==> src/rtl/kb2piano_poly.sv <==
// kb2piano_poly: PS/2 set-2 scan-code parser driving a 12-note held map, an octave register
// and a FWFT note-event FIFO. Optional macro KB2PIANO_PANIC_EN enables the Esc all-notes-off.
module kb2piano_poly #(
  parameter logic [7:0] KEY_F      = 8'h1A,
  parameter logic [7:0] KEY_FS     = 8'h1B,
  parameter logic [7:0] KEY_G      = 8'h22,
  parameter logic [7:0] KEY_GS     = 8'h23,
  parameter logic [7:0] KEY_A      = 8'h21,
  parameter logic [7:0] KEY_AS     = 8'h2B,
  parameter logic [7:0] KEY_B      = 8'h2A,
  parameter logic [7:0] KEY_C      = 8'h32,
  parameter logic [7:0] KEY_CS     = 8'h33,
  parameter logic [7:0] KEY_D      = 8'h31,
  parameter logic [7:0] KEY_DS     = 8'h3B,
  parameter logic [7:0] KEY_E      = 8'h3A,
  parameter logic [7:0] OCT_UP_KEY = 8'h55,
  parameter logic [7:0] OCT_DN_KEY = 8'h4E,
  parameter int         OCT_W      = 3,
  parameter int         OCT_MIN    = 1,
  parameter int         OCT_MAX    = 6,
  parameter int         OCT_RESET  = 4,
  parameter int         EVT_DEPTH  = 4
) (
  input  logic             clk,
  input  logic             resetn,
  input  logic [7:0]       scan_code,
  input  logic             scan_valid,
  output logic             evt_valid,
  input  logic             evt_ready,
  output logic [4+OCT_W:0] evt_data,
  output logic [11:0]      held_mask,
  output logic [3:0]       cur_note,
  output logic [OCT_W-1:0] octave,
  output logic             evt_ovf,
  input  logic             ovf_clr
);
  localparam int AW = $clog2(EVT_DEPTH);
  localparam int EW = 5 + OCT_W;
  localparam logic [OCT_W-1:0] OMIN  = OCT_W'(OCT_MIN);
  localparam logic [OCT_W-1:0] OMAX  = OCT_W'(OCT_MAX);
  localparam logic [OCT_W-1:0] ORST  = OCT_W'(OCT_RESET);
  localparam logic [OCT_W-1:0] OONE  = OCT_W'(1);
  localparam logic [AW:0]      PONE  = (AW+1)'(1);
  localparam logic [7:0]       BRK_CODE = 8'hF0;
  localparam logic [7:0]       EXT_CODE = 8'hE0;

  typedef enum logic [1:0] {IDLE, BRK, EXT, EXTBRK} pstate_t;

  pstate_t          state;
  logic [OCT_W-1:0] press_oct [12];
  logic [EW-1:0]    mem [EVT_DEPTH];
  logic [AW:0]      wptr, rptr;

  logic [3:0]    note, idx;
  logic [15:0]   held_ext;
  logic          held_n, is_make, is_brk, do_on, do_off, oct_up, oct_dn, panic;
  logic          push_req, push_ok, pop, full;
  logic [EW-1:0] push_data;

  function automatic logic [3:0] note_of(input logic [7:0] c);
    case (c)
      KEY_F:   return 4'd1;
      KEY_FS:  return 4'd2;
      KEY_G:   return 4'd3;
      KEY_GS:  return 4'd4;
      KEY_A:   return 4'd5;
      KEY_AS:  return 4'd6;
      KEY_B:   return 4'd7;
      KEY_C:   return 4'd8;
      KEY_CS:  return 4'd9;
      KEY_D:   return 4'd10;
      KEY_DS:  return 4'd11;
      KEY_E:   return 4'd12;
      default: return 4'd0;
    endcase
  endfunction

  assign note     = note_of(scan_code);
  assign idx      = note - 4'd1;
  // Zero-padded so an unmapped code (idx wraps to 15) reads as "not held".
  assign held_ext = {4'd0, held_mask};
  assign held_n   = (note != 4'd0) && held_ext[idx];

  assign is_make  = scan_valid && (state == IDLE) && (scan_code != BRK_CODE) && (scan_code != EXT_CODE);
  assign is_brk   = scan_valid && (state == BRK);
  assign do_on    = is_make && (note != 4'd0) && !held_n;
  assign do_off   = is_brk && held_n;
  assign oct_up   = is_make && (scan_code == OCT_UP_KEY) && (octave < OMAX);
  assign oct_dn   = is_make && (scan_code == OCT_DN_KEY) && (octave > OMIN);

`ifdef KB2PIANO_PANIC_EN
  assign panic = is_make && (scan_code == 8'h76);
`else
  assign panic = 1'b0;
`endif

  assign push_req  = do_on || do_off;
  assign push_data = do_on ? {1'b1, octave, note} : {1'b0, press_oct[idx], note};

  assign evt_valid = (wptr != rptr);
  assign full      = (wptr[AW] != rptr[AW]) && (wptr[AW-1:0] == rptr[AW-1:0]);
  assign pop       = evt_valid && evt_ready;
  // A full FIFO still accepts the push when the head leaves in the same cycle.
  assign push_ok   = push_req && (!full || pop);
  assign evt_data  = mem[rptr[AW-1:0]];

  always_ff @(posedge clk or negedge resetn) begin
    if (!resetn) begin
      state     <= IDLE;
      held_mask <= '0;
      cur_note  <= '0;
      octave    <= ORST;
      evt_ovf   <= 1'b0;
      wptr      <= '0;
      rptr      <= '0;
      for (int i = 0; i < 12; i++) press_oct[i] <= '0;
    end else begin
      if (scan_valid) begin
        case (state)
          IDLE:    state <= (scan_code == BRK_CODE) ? BRK :
                            (scan_code == EXT_CODE) ? EXT : IDLE;
          EXT:     state <= (scan_code == BRK_CODE) ? EXTBRK : IDLE;
          default: state <= IDLE;
        endcase
      end

      if (do_on) begin
        held_mask[idx] <= 1'b1;
        press_oct[idx] <= octave;
        cur_note       <= note;
      end
      if (do_off) begin
        held_mask[idx] <= 1'b0;
        if (cur_note == note) cur_note <= 4'd0;
      end

      if (oct_up) octave <= octave + OONE;
      if (oct_dn) octave <= octave - OONE;

      // Panic empties the queue and leaves exactly the all-off event behind.
      if (panic) begin
        held_mask <= '0;
        cur_note  <= '0;
        rptr      <= wptr;
        wptr      <= wptr + PONE;
      end else begin
        if (push_ok) wptr <= wptr + PONE;
        if (pop)     rptr <= rptr + PONE;
      end

      if (push_req && !push_ok) evt_ovf <= 1'b1;
      else if (ovf_clr)         evt_ovf <= 1'b0;
    end
  end

  always_ff @(posedge clk) begin
    if (panic)        mem[wptr[AW-1:0]] <= {1'b0, octave, 4'd0};
    else if (push_ok) mem[wptr[AW-1:0]] <= push_data;
  end

endmodule

==> config.mk <==
export PLATFORM = sky130hd
export DESIGN_NAME = kb2piano_poly
export DESIGN_NICKNAME = d
export VERILOG_FILES = /design/src/rtl/kb2piano_poly.sv
export SDC_FILE = /design/constraint.sdc
export NUM_CORES = 1
export LEC_CHECK = 0
export ABC_AREA = 1
export CAP_MARGIN = 20
export CORE_MARGIN = 10
export CORE_UTILIZATION = 55
export CTS_CLUSTER_SIZE = 12
export DETAILED_ROUTE_END_ITERATION = 12
export GPL_TIMING_DRIVEN = 0
export PLACE_DENSITY_LB_ADDON = 0.2
export SYNTH_ARGS = -nofsm -noshare
export SYNTH_HDL_FRONTEND = slang
export SYNTH_SLANG_ARGS = --single-unit
==> constraint.sdc <==
create_clock -name clk -period 3.7 [get_ports clk]
set_input_delay 0.555 -clock clk [delete_from_list [all_inputs] [get_ports clk]]
set_output_delay 0.555 -clock clk [all_outputs]
set_load 0.02 [all_outputs]
* After elaboration in Yosys (flattened, before gate mapping) *
Memory sizes are Yosys's and may differ from the RTL's.
Index checks and enable logic that the tools add are counted.

word-level totals
  bits in registers = 64
  bits in writable memories = 32
  bits of input ports = 13
  output and inout port bits = 29
  logic and storage cells = 113
  memories = 1

memories
  name  words  width  read ports  clocked after Yosys merged registers in  wr ports  line  source
  mem   4      8      1           0                                        1         51    logic [EW-1:0] mem [EVT_DEPTH];

operators by class
  $add $sub $neg = 5
  $lt $le $gt $ge = 6
  equal/unequal tests = 24
  mux-type cells = 27
  bitwise logic cells = 4
  reduce and logical (&&, ||, !) cells = 27

operator list
  kind                   number
  $eq A8 B6 Y1 const B   10
  $pmux W4 S12           1
  $bwmux W36             1
  $mux W12               2
  $logic_and A1 B1 Y1    18
  $eq A8 B5 Y1 const B   2
  $eq A8 B7 Y1 const B   2
  $eq A8 B8 Y1 const B   2
  $ne A8 B8 Y1 const B   2
  $mux W3                5
  $and A12 B12 Y12       1
  $bmux W3 S4            1
  $demux W3 S4           1
  $mux W4                3
  $not A12 Y12           1
  $or A12 B12 Y12        1
  $add A3 B1 Y3 const B  3
  $mux W8                1
  $mux W1                6
  $mux W2                3
  $ge A5 B5 Y1 const B   1
  $lt A4 B5 Y1 const B   1
  $lt A5 B1 Y1 const B   1
  $not A4 Y5             1
  other kinds (19)       23

* Longest topological paths before layout *
Gate-level depths: netlist of run 1.

  depth in word-level cells = 13
  depth in mapped cells = 21
  gate-level depth less buffers = 20

* Worst setup path after synthesis of run 1 *
Ideal clock, no wire load.

  path kind = input-to-reg
  from = input port scan_code[2]
  to = memory mem[0][0] (netlist name) (enable)
  library setup time = 0.371 ns
  arrival = 3.339 ns
  data required time = 3.329 ns
  slack = -0.010 ns
  cell stages on the path = 17
  buffers on the path = 2
  path through = nor2_1 > nand2_1 > nor2_1 > nor2_4 > nand2_2 > clkbuf_1 > ha_1 > inv_1 > buf_1 > nand2_1 > o21ai_0 > nand2_1 > nand3_4 > nand2_2 > nand2_2 > nand2_4 > nor2_1

between the ends
  cells in the longest elaborated chain, start to end = 12
  elaborated cells on any way between the ends = 30
  those cells by class = 1 x add/sub; 14 x eq/ne; 5 x mux; 10 x reduce/logical

RTL lines
  element                                       line  source
  from (decl)                                   26    input logic [7:0] scan_code,
  $eq A8 B6 Y1 or $eq A8 B5 Y1 (tied branches)  61    case (c)
  $pmux W4 S12 (*)                              61
  net note[0]                                   54    logic [3:0] note, idx;
  $sub A4 B1 Y4                                 79    assign idx = note - 4'd1;
  $bmux W1 S4                                   82    assign held_n = (note != 4'd0) && held_ext[idx];
  $mux W1 (implied by the code)                 82
  $logic_and A1 B1 Y1                           82
  $logic_not A1 Y1                              86    assign do_on = is_make && (note != 4'd0) && !held_n;
  $logic_and A1 B1 Y1                           86
  $logic_or A1 B1 Y1 (*)                        97    assign push_req = do_on || do_off;
  $logic_and A1 B1 Y1 (*)                       104   assign push_ok = push_req && (!full || pop);
  $mux W1 (*)                                   158   else if (push_ok) mem[wptr[AW-1:0]] <= push_data;
  $mux W1 (implied by the code) (*)             158
  to (decl)                                     51

Mark *: on every way through the listed nets, which the timed path passes. The rest lies on a longest branch. The select of a mux whose other input is x is not followed.

* Final worst setup path of run 1 *
  from = input port scan_code[0]
  to = memory mem[1][4] (netlist name) (enable)

between the ends
  cells in the longest elaborated chain, start to end = 12
  elaborated cells on any way between the ends = 30
  those cells by class = 1 x add/sub; 14 x eq/ne; 5 x mux; 10 x reduce/logical

RTL lines
  element                                       line
  $eq A8 B6 Y1 or $eq A8 B5 Y1 (tied branches)  61
  $pmux W4 S12                                  61
  $sub A4 B1 Y4                                 79
  $bmux W1 S4                                   82
  $mux W1 (implied by the code)                 82
  $logic_and A1 B1 Y1                           82
  $logic_not A1 Y1                              86
  $logic_and A1 B1 Y1                           86
  $logic_or A1 B1 Y1 (*)                        97
  $logic_and A1 B1 Y1 (*)                       104
  $mux W1 (*)                                   158
  $mux W1 (implied by the code) (*)             158

Mark *: on every way between the ends. The rest lies on a longest branch, timed or not. The select of a mux whose other input is x is not followed.

==> impl_metrics.json, run 1 <==
{
  "slew_viol_final": 0,
  "cp.arrival_ns": 3.52,
  "vias": 4182,
  "r2r_setup_slack_ns": 1.47,
  "combPwrFrac_pct": 30.3,
  "crit_buf_inv": 4,
  "grt_pass1_vias": 4119,
  "clk_pin_slew_ns": 0.10,
  "pin_count": 42,
  "synth_cell_types": 37,
  "hold_viol_final": 0,
  "grt_pass1_wl_mm": 20.3,
  "cts_root_buf": "clkbuf_8",
  "synth.avg_cell_area_um2": 8.59,
  "rows": 34,
  "synth-warning-count": 0,
  "clock_path_buffers": 2,
  "cts_tree": "yes",
  "cts_buffers": 9,
  "drt_iter0_drc": 287,
  "power_density_nw_per_um2": 463,
  "fin_skew_ns": 0.0137,
  "drv_cap": 0,
  "ys_ff_latch": 96,
  "p_leak_nw": 2.65,
  "path_max_fanout": 8,
  "max_freq_mhz": 287,
  "cpMaxStageDelayCell": "clkdlybuf4s50_1",
  "drt_first_pass_iters": 5,
  "avgRoutedWirePerCell_um": 16.1,
  "crit_type": "input port to flop",
  "placed_cell_area_um2": 5510,
  "die_area_um2": 13200,
  "r2r_cells": 7,
  "critical-path-top-delay-family": "simple AND/OR/NAND/NOR gates",
  "p_int_mw": 1.84,
  "relSlewSlack_pct": 44.1,
  "power_frac_seq_pct": 43.8,
  "insertion_delay_ns": 0.35,
  "setup_violations": 0,
  "grt_antenna_before_repair": 0,
  "worst-path-stages": 19,
  "syn_nets": 602,
  "switching_share_pct": 33.9,
  "htreeDepth": 3,
  "rsz0062_at_grt": "false",
  "dp_hpwl_mm": 8.53,
  "hp-class": "input port to asynchronous set/reset pin",
  "syn_to_final_growth_pct": 21.0,
  "synth-edff-count": 32,
  "vdd_ir_drop_max_mv": 0.292,
  "die_y_um": 115,
  "period_share_pct": 94.1,
  "synth_top_area_share_pct": 31.7,
  "ys_seq_area_share_pct": 51.6,
  "grt_max_degree": 65,
  "hold_buffers": 0,
  "port_buffers": 41,
  "end_kind": "flop",
  "pwr-share-clk_pct": 25.9,
  "critPathMaxStageDelay_ns": 0.47,
  "worstPathCellList": "clkdlybuf4s50_1, inv_2, nand2_1, nor2_2, nand2_2, nand2_1, nor2_4, nand2_4, clkinvlp_4, ha_1, inv_2, nand4_1, nand2_2, nor2_2, a21oi_2, nand4_1, nand2_4, nand2_4, nor2_4",
  "clkSinkCount": 96,
  "gp_congestion": 0.908,
  "p_sw_mw": 0.943,
  "drive_above_1_share_pct": 13.3,
  "finalNetCount": 668,
  "synthArstFlopShare_pct": 66.7,
  "wl_mm": 12.2,
  "finalPower_mw": 2.78,
  "grtUsageTotal_pct": 18.8,
  "nFillCells": 695,
  "tightest_slew_ns": 0.838,
  "initial_utilization_pct": 56.7,
  "cp_common_cell": "nand2_4",
  "ys.flop_type": "dfrtp_1",
  "status": "finished, final reports clean",
  "vias_per_cell": 5.52,
  "antenna_cells": 0,
  "core_um2": 8760,
  "final_area_um2": 6010,
  "overflow": 0,
  "ys_top_cells_by_area": "dfrtp_1 32%, edfxtp_1 19%, nand2_1 8.1%, nor2_1 7.1%, o21ai_0 6.0%",
  "drtAntennaViolNets": 0,
  "synthCells": 578,
  "die_w_um": 115,
  "synth_area_um2": 4970,
  "cp.required_ns": 3.74,
  "cp-start-kind": "input port",
  "remaining_drc_errors": 0,
  "yosys.area.top_type": "dfrtp_1",
  "final.min_clock_period_ns": 3.48
}
## flip-flops by register name, summed over array words and instances (netlist names)
register	count
evt_ovf	1
cur_note	4
held_mask	12
press_oct	36
octave	3
state	2
mem	32
rptr	3
wptr	3
## kinds of logic after synthesis
kind of cell               synth area share [%]
and+or+nand+nor                            24.8
AOI/OAI and AO/OA                          12.4
DFF                                        51.6
buffers and inverters                      6.25
xor gates and xnor gates                   1.94
adders and majority gates                  2.77
muxes                                     0.202
## worst reg2reg max path, cell delays in order, from the launching register on
cell,delay [ns]
dfrtp_1,0.40
nor2_1,0.15
nand2_1,0.12
nor4_4,0.57
nand2_4,0.17
nand2_4,0.12
nand2_4,0.12
nor2_4,0.27
## layout by cell type (no fill, tap or decap), types with 4 or more instances in the layout
master / n
nor3_1: 6
nor2_1: 79
inv_1: 56
inv_2: 5
dlymetal6s2s_1: 6
a21oi_1: 14
o22ai_1: 17
nand2_1: 106
ha_1: 10
o21ai_1: 19
edfxtp_1: 32
dfrtp_1: 63
nor2_2: 11
o21ai_0: 59
nand4_1: 4
nor2_4: 9
nand3_1: 30
buf_4: 13
clkbuf_8: 11
clkbuf_1: 8
nand2_4: 4
xnor2_1: 4
clkdlybuf4s50_1: 34
nand3_4: 7
xor2_1: 7
## routing by layer
layer | track usage [%] | vias to the layer above | wire length [um]
li1 | - | 2048 | -
met1 | 24.3 | 1978 | 5300
met2 | 31.5 | 139 | 5980
met3 | 3.75 | 17 | 731
met4 | 5.28 | 0 | 164
met5 | 0 | - | 0
## final cells by class
type | instances | area [um2] | share of cell area (%)
plain buffers | 15 | 95.1 | 1.58
clock buffers | 11 | 145 | 2.41
clock inverters | 5 | 62.6 | 1.04
inverters | 62 | 236 | 3.93
multi-input cells | 404 | 2200 | 36.6
flip-flops and latches | 96 | 2560 | 42.6
well taps | 108 | 135 | 2.25
repair buffers | 56 | 573 | 9.53
## synth_stat cells (2+ instances only)
| cell | number |
|---|---|
| o21ai_1 | 18 |
| nand3_4 | 7 |
| o22ai_1 | 17 |
| buf_2 | 2 |
| xor2_1 | 7 |
| a21oi_1 | 14 |
| nand2_2 | 4 |
| nand4_1 | 4 |
| nor3_1 | 6 |
| ha_1 | 11 |
| nor2_2 | 3 |
| o21ai_0 | 60 |
| a21oi_2 | 2 |
| nand3b_1 | 2 |
| nor2_4 | 2 |
| nor2_1 | 94 |
| buf_6 | 2 |
| inv_1 | 62 |
| clkbuf_1 | 11 |
| dfrtp_1 | 63 |
| nand2_1 | 107 |
| edfxtp_1 | 32 |
| xnor2_1 | 4 |
| nand3_1 | 31 |
## per-stage QoR
stage | hold slack, ns | cells | worst slack [ns] | util (%) | setup TNS, ns
after floorplan | 0.259 | 578 | -0.00969 | - | -0.309
after global placement | 0.464 | 727 | -1.56 | 62.9 | -108.98
after detailed placement | 0.472 | 727 | -1.67 | 62.9 | -109.39
after CTS | 0.319 | 750 | 0.0267 | 67.1 | 0
after global routing | 0.331 | 757 | 0.0146 | 68.6 | 0
final | 0.282 | 757 | 0.217 | 68.6 | 0
## power groups by stage
stage	clock (mW)	sequential (mW)	combinational, mW
floorplan	0	1.26	0.465
global placement	0	1.24	0.802
detailed placement	0	1.24	0.823
CTS	0.731	1.22	0.846
global route	0.769	1.23	0.932
finish	0.721	1.22	0.845
## worst paths after layout
kind                                endpoint    startpoint
min in group clk                press_oct[1]  press_oct[1]
max in group asynchronous       held_mask[4]        resetn
worst min register to register  press_oct[1]  press_oct[1]
worst max-delay path               mem[1][4]  scan_code[0]
worst min-delay path             cur_note[2]        resetn
worst max register to register     mem[1][4]      state[1]
## what timing repair did
action | CTS | global route
pin swaps | 6 | 10
endpoints found under the hold margin | 0 | 0
buffers inserted | 8 | 7
endpoints found under the setup margin | 104 | 100
resized for setup | 20 | 30
(Power assumes the default switching activity.)
==> inputs of run 2 (changes only) <==
--- a/config.mk
+++ b/config.mk
@@ -12,7 +12,9 @@
 export CTS_CLUSTER_SIZE = 12
 export DETAILED_ROUTE_END_ITERATION = 12
 export GPL_TIMING_DRIVEN = 0
+export HOLD_SLACK_MARGIN = 0.03
 export PLACE_DENSITY_LB_ADDON = 0.2
+export SLEW_MARGIN = 20
 export SYNTH_ARGS = -nofsm -noshare
 export SYNTH_HDL_FRONTEND = slang
 export SYNTH_SLANG_ARGS = --single-unit
==> impl_metrics.json, run 2 (synthesis results as in run 1) <==
{
  "period_share_pct": 93.8,
  "cp.required_ns": 3.75,
  "cts_buffers": 9,
  "end_kind": "flop",
  "wl_mm": 12.4,
  "p_leak_nw": 2.66,
  "die_area_um2": 13200,
  "pin_count": 42,
  "path_max_fanout": 8,
  "initial_utilization_pct": 56.7,
  "remaining_drc_errors": 0,
  "placed_cell_area_um2": 5540,
  "rsz0062_at_grt": "false",
  "relSlewSlack_pct": 55.4,
  "vias_per_cell": 5.55,
  "drive_above_1_share_pct": 12.7,
  "overflow": 0,
  "setup_violations": 0,
  "clock_path_buffers": 2,
  "cp.arrival_ns": 3.53,
  "mostFrequentLayoutCell": "nand2_1",
  "drtAntennaViolNets": 0,
  "slew_viol_final": 0,
  "rows": 34,
  "antenna_cells": 0,
  "hp-class": "input port to asynchronous set/reset pin",
  "finalPower_mw": 2.80,
  "worst_slack_ns": 0.228,
  "largest_reg_flops": 36,
  "clkSinkCount": 96,
  "regMostFlops": "press_oct",
  "cp-start-kind": "input port",
  "insertion_delay_ns": 0.37,
  "cts_root_buf": "clkbuf_8",
  "grt_max_degree": 51,
  "clk_pin_slew_ns": 0.10,
  "cts_tree": "yes",
  "max_freq_mhz": 288,
  "grtUsageTotal_pct": 19.3,
  "critPathMaxStageDelay_ns": 0.46,
  "hold_viol_final": 0,
  "drt_first_pass_iters": 5,
  "vdd_ir_drop_max_mv": 0.273,
  "gp_congestion": 0.908,
  "power_density_nw_per_um2": 465,
  "port_buffers": 41,
  "r2r_setup_slack_ns": 1.46,
  "crit_buf_inv": 4,
  "syn_to_final_growth_pct": 21.1,
  "dp.cells": 728,
  "cpMaxStageDelayCell": "clkdlybuf4s50_1",
  "htreeDepth": 3,
  "finalNetCount": 665,
  "core_um2": 8760,
  "drt_iter0_drc": 315,
  "grt_pass1_wl_mm": 20.6,
  "mostFrequentLayoutCells": "104 x nand2_1, 78 x nor2_1, 63 x dfrtp_1",
  "fin_util_pct": 68.6,
  "pre_cts_slack_ns": -1.69,
  "crit_type": "input port to flop",
  "final.min_clock_period_ns": 3.47,
  "vias": 4183,
  "final_area_um2": 6010,
  "critical-path-top-delay-family": "simple AND/OR/NAND/NOR gates",
  "grt_antenna_before_repair": 0,
  "drv_cap": 0,
  "fin_skew_ns": 0.00803,
  "grt_pass1_vias": 4196,
  "dp_hpwl_mm": 8.68,
  "die_y_um": 115,
  "avgRoutedWirePerCell_um": 16.4,
  "setup_tns_ns": 0,
  "worstPathCellList": "clkdlybuf4s50_1, inv_2, nand2_1, nor2_2, nand2_2, nand2_2, nor2_4, nand2_4, clkinvlp_4, ha_1, inv_1, nand4_1, nand2_2, nor2_2, a21oi_2, nand4_1, nand2_4, nand2_4, nor2_4",
  "hold_buffers": 0,
  "tightest_slew_ns": 0.665,
  "status": "finished, final reports clean",
  "fin_hold_ws_ns": 0.0541,
  "stdcell_count": 754,
  "die_w_um": 115
}
-- run 2: changes by cell type in the layout (fill, tap and decap cells not counted), sizes merged --
| cell | before | now |
|---|---|---|
| buf | 21 | 18 |
| clkdlybuf4s50 | 34 | 33 |
| inv | 64 | 63 |
| dlymetal6s2s | 6 | 7 |
| clkinv | 1 | 2 |
-- run 2: layer usage --
layer	part of all wire, %	track usage [%]
met1	42	23.9
met2	50	32.0
met3	6.0	3.85
met4	2.1	8.00
met5	0	0
-- run 2: worst paths after layout --
check	from	to	cells after the start
min in group clk	press_oct[20]	press_oct[20]	2
worst min register to register	press_oct[20]	press_oct[20]	2
worst max-delay path	scan_code[0]	mem[1][2]	19
max in group asynchronous	resetn	rptr[0]	2
worst max register to register	state[1]	mem[1][2]	7
worst min-delay path	resetn	cur_note[1]	1
-- run 2: layout make-up --
class / instances / area (um2)
fill: 710 / 2750
sequential: 96 / 2560
multi-input combinational: 404 / 2200
timing repair buffer: 53 / 573
inverter: 62 / 236
clock buffer: 11 / 145
tap: 108 / 135
buffer: 15 / 95.1
clock inverter: 5 / 62.6
-- run 2: report_power, final --
group	total, mW	leakage, nW	switching [mW]	internal, mW
Sequential	1.22	1.10	0.0578	1.16
Clock	0.724	0.108	0.380	0.344
Combinational	0.856	1.45	0.517	0.339
Total	2.80	2.66	0.955	1.84
-- run 2: what timing repair did --
action | in CTS | in global routing
resized for setup | 20 | 30
pin swaps | 6 | 6
setup buffers | 8 | 3
endpoints found under the setup margin | 104 | 96
==> inputs of run 3 (changes only) <==
==> constraint.sdc (replaced) <==
create_clock -name clk -period 3.85 [get_ports clk]
set_input_delay 0.5775 -clock clk [delete_from_list [all_inputs] [get_ports clk]]
set_output_delay 0.5775 -clock clk [all_outputs]
set_load 0.02 [all_outputs]
==> impl_metrics.json, run 3 (synthesis results as in run 1) <==
{
  "status": "finished, final reports clean",
  "grtUsageTotal_pct": 19.2,
  "rows": 34,
  "placed_cell_area_um2": 5540,
  "cp.required_ns": 3.90,
  "wl_mm": 12.4,
  "vias_per_cell": 5.55,
  "worstPathCellList": "clkdlybuf4s50_1, inv_1, nand2_1, nor2_2, nand2_2, nand2_1, nor2_4, nand2_4, clkbuf_8, ha_1, inv_2, buf_6, nand2_1, o21ai_1, nand2_1, nand3_4, nand2_4, nand2_4, nand2_4, nor2_4",
  "htreeDepth": 3,
  "clkSinkCount": 96,
  "clock_path_buffers": 2,
  "grt_pass1_wl_mm": 20.5,
  "initial_utilization_pct": 56.7,
  "power_frac_seq_pct": 43.7,
  "drt_iter0_drc": 250,
  "seq_area_um2": 2560,
  "p_sw_mw": 0.909,
  "max_freq_mhz": 275,
  "reg2reg_to": "mem[1][6]",
  "dp.cells": 728,
  "final.min_clock_period_ns": 3.64,
  "drtAntennaViolNets": 0,
  "clk_pin_slew_ns": 0.10,
  "cp.arrival_ns": 3.68,
  "period_share_pct": 94.5,
  "die_area_um2": 13200,
  "grt_antenna_before_repair": 0,
  "r2r_cells": 7,
  "relSlewSlack_pct": 56.6,
  "drv_cap": 0,
  "p_int_mw": 1.77,
  "pin_count": 42,
  "power_density_nw_per_um2": 449,
  "overflow": 0,
  "antenna_cells": 0,
  "hp-class": "input port to asynchronous set/reset pin",
  "cts_tree": "yes",
  "remaining_drc_errors": 0,
  "drt_first_pass_iters": 5,
  "drive_above_1_share_pct": 11.7,
  "largest_reg_flops": 36,
  "hold_viol_final": 0,
  "finalNetCount": 666,
  "grt_max_degree": 51,
  "fin_util_pct": 68.2,
  "cts_buffers": 9,
  "cpMaxStageDelayCell": "clkdlybuf4s50_1",
  "critPathMaxStageDelay_ns": 0.54,
  "pwr-share-clk_pct": 25.7,
  "cts_root_buf": "clkbuf_8",
  "r2r_setup_slack_ns": 1.63,
  "avgRoutedWirePerCell_um": 16.4,
  "grt_pass1_vias": 4175,
  "syn_to_final_growth_pct": 20.3,
  "die_w_um": 115,
  "hold_buffers": 0,
  "insertion_delay_ns": 0.36,
  "multi_input_area_um2": 2170,
  "slew_viol_final": 0,
  "stdcell_count": 755,
  "setup_violations": 0,
  "cp-start-kind": "input port",
  "nFillCells": 709,
  "startpoint": "scan_code[4]",
  "endpoint": "mem[1][6]",
  "core_um2": 8760,
  "switching_share_pct": 33.9,
  "vias": 4190,
  "dp_hpwl_mm": 8.68,
  "mostFrequentLayoutCells": "106 x nand2_1, 81 x nor2_1, 63 x dfrtp_1",
  "fin_skew_ns": 0.0105,
  "die_y_um": 115,
  "mostFrequentLayoutCell": "nand2_1",
  "vdd_ir_drop_max_mv": 0.262,
  "p_leak_nw": 2.62,
  "regMostFlops": "press_oct",
  "combPwrFrac_pct": 30.6,
  "reg2reg_from": "state[1]",
  "gp_congestion": 0.908,
  "tightest_slew_ns": 0.646,
  "crit_type": "input port to flop",
  "path_max_fanout": 15,
  "port_buffers": 41,
  "end_kind": "flop",
  "final_area_um2": 5970
}
## run 3: changes by cell type in the layout (fill, tap and decap cells not counted), sizes merged
cell,change
clkdlybuf4s50,+5
buf,+1
dlymetal6s2s,-5
## run 3: per-stage QoR
step                worst slack [ns]  TNS (ns)  power [mW]  hold slack [ns]
finish                         0.212         0        2.68           0.0807
global route                 -0.0100   -0.0430        2.82           0.0739
CTS                           0.0125         0        2.69           0.0768
detailed placement             -1.57    -98.94        1.99            0.474
global placement               -1.43    -89.28        1.96            0.464
floorplan                      0.118         0        1.66            0.282
## run 3: power by group through the flow
stage	Clock, mW	Combinational, mW	Sequential, mW
after floorplan	0	0.447	1.21
after global placement	0	0.771	1.19
after detailed placement	0	0.795	1.19
after CTS	0.706	0.816	1.17
after global routing	0.742	0.902	1.18
final	0.689	0.820	1.17
## run 3: routing by layer
| layer | part of all wire [%] | track usage (%) | vias to the layer above |
|---|---|---|---|
| met2 | 49 | 31.9 | 157 |
| met4 | 2.6 | 8.00 | 0 |
| met1 | 42 | 23.9 | 1954 |
| li1 | - | - | 2048 |
| met3 | 6.9 | 3.85 | 31 |
| met5 | 0 | 0 | - |
## run 3: repair_timing
item                                   CTS  global route
endpoints found under the hold margin    0             0
setup endpoints to repair              104            45
resized for setup                       18            18
pin swaps                                5             6
buffers inserted                         7             5
## run 3: how the worst min path moves through the flow
stage	cells after the start	endpoint
finish	1	cur_note[1]
global placement	2	press_oct[1]
global route	1	cur_note[3]
floorplan	0	cur_note[0]
detailed placement	1	cur_note[2]
CTS	1	cur_note[2]
## run 3: cell type report
type	count	area share, %
clock buffer	11	2.43
timing repair buffer	54	9.51
clock inverter	5	1.05
sequential	96	42.9
buffer	15	1.59
inverter	62	3.96
tap	108	2.26
multi-input combinational	404	36.3
## run 3: worst max-delay path, delay by kind of cell
family,cells,cell delay [ns]
adder cells (fa/ha/maj),1,0.34
AO/OA/AOI/OAI,1,0.13
AND/OR/NAND/NOR,13,1.53
buffers and inverters,5,1.07
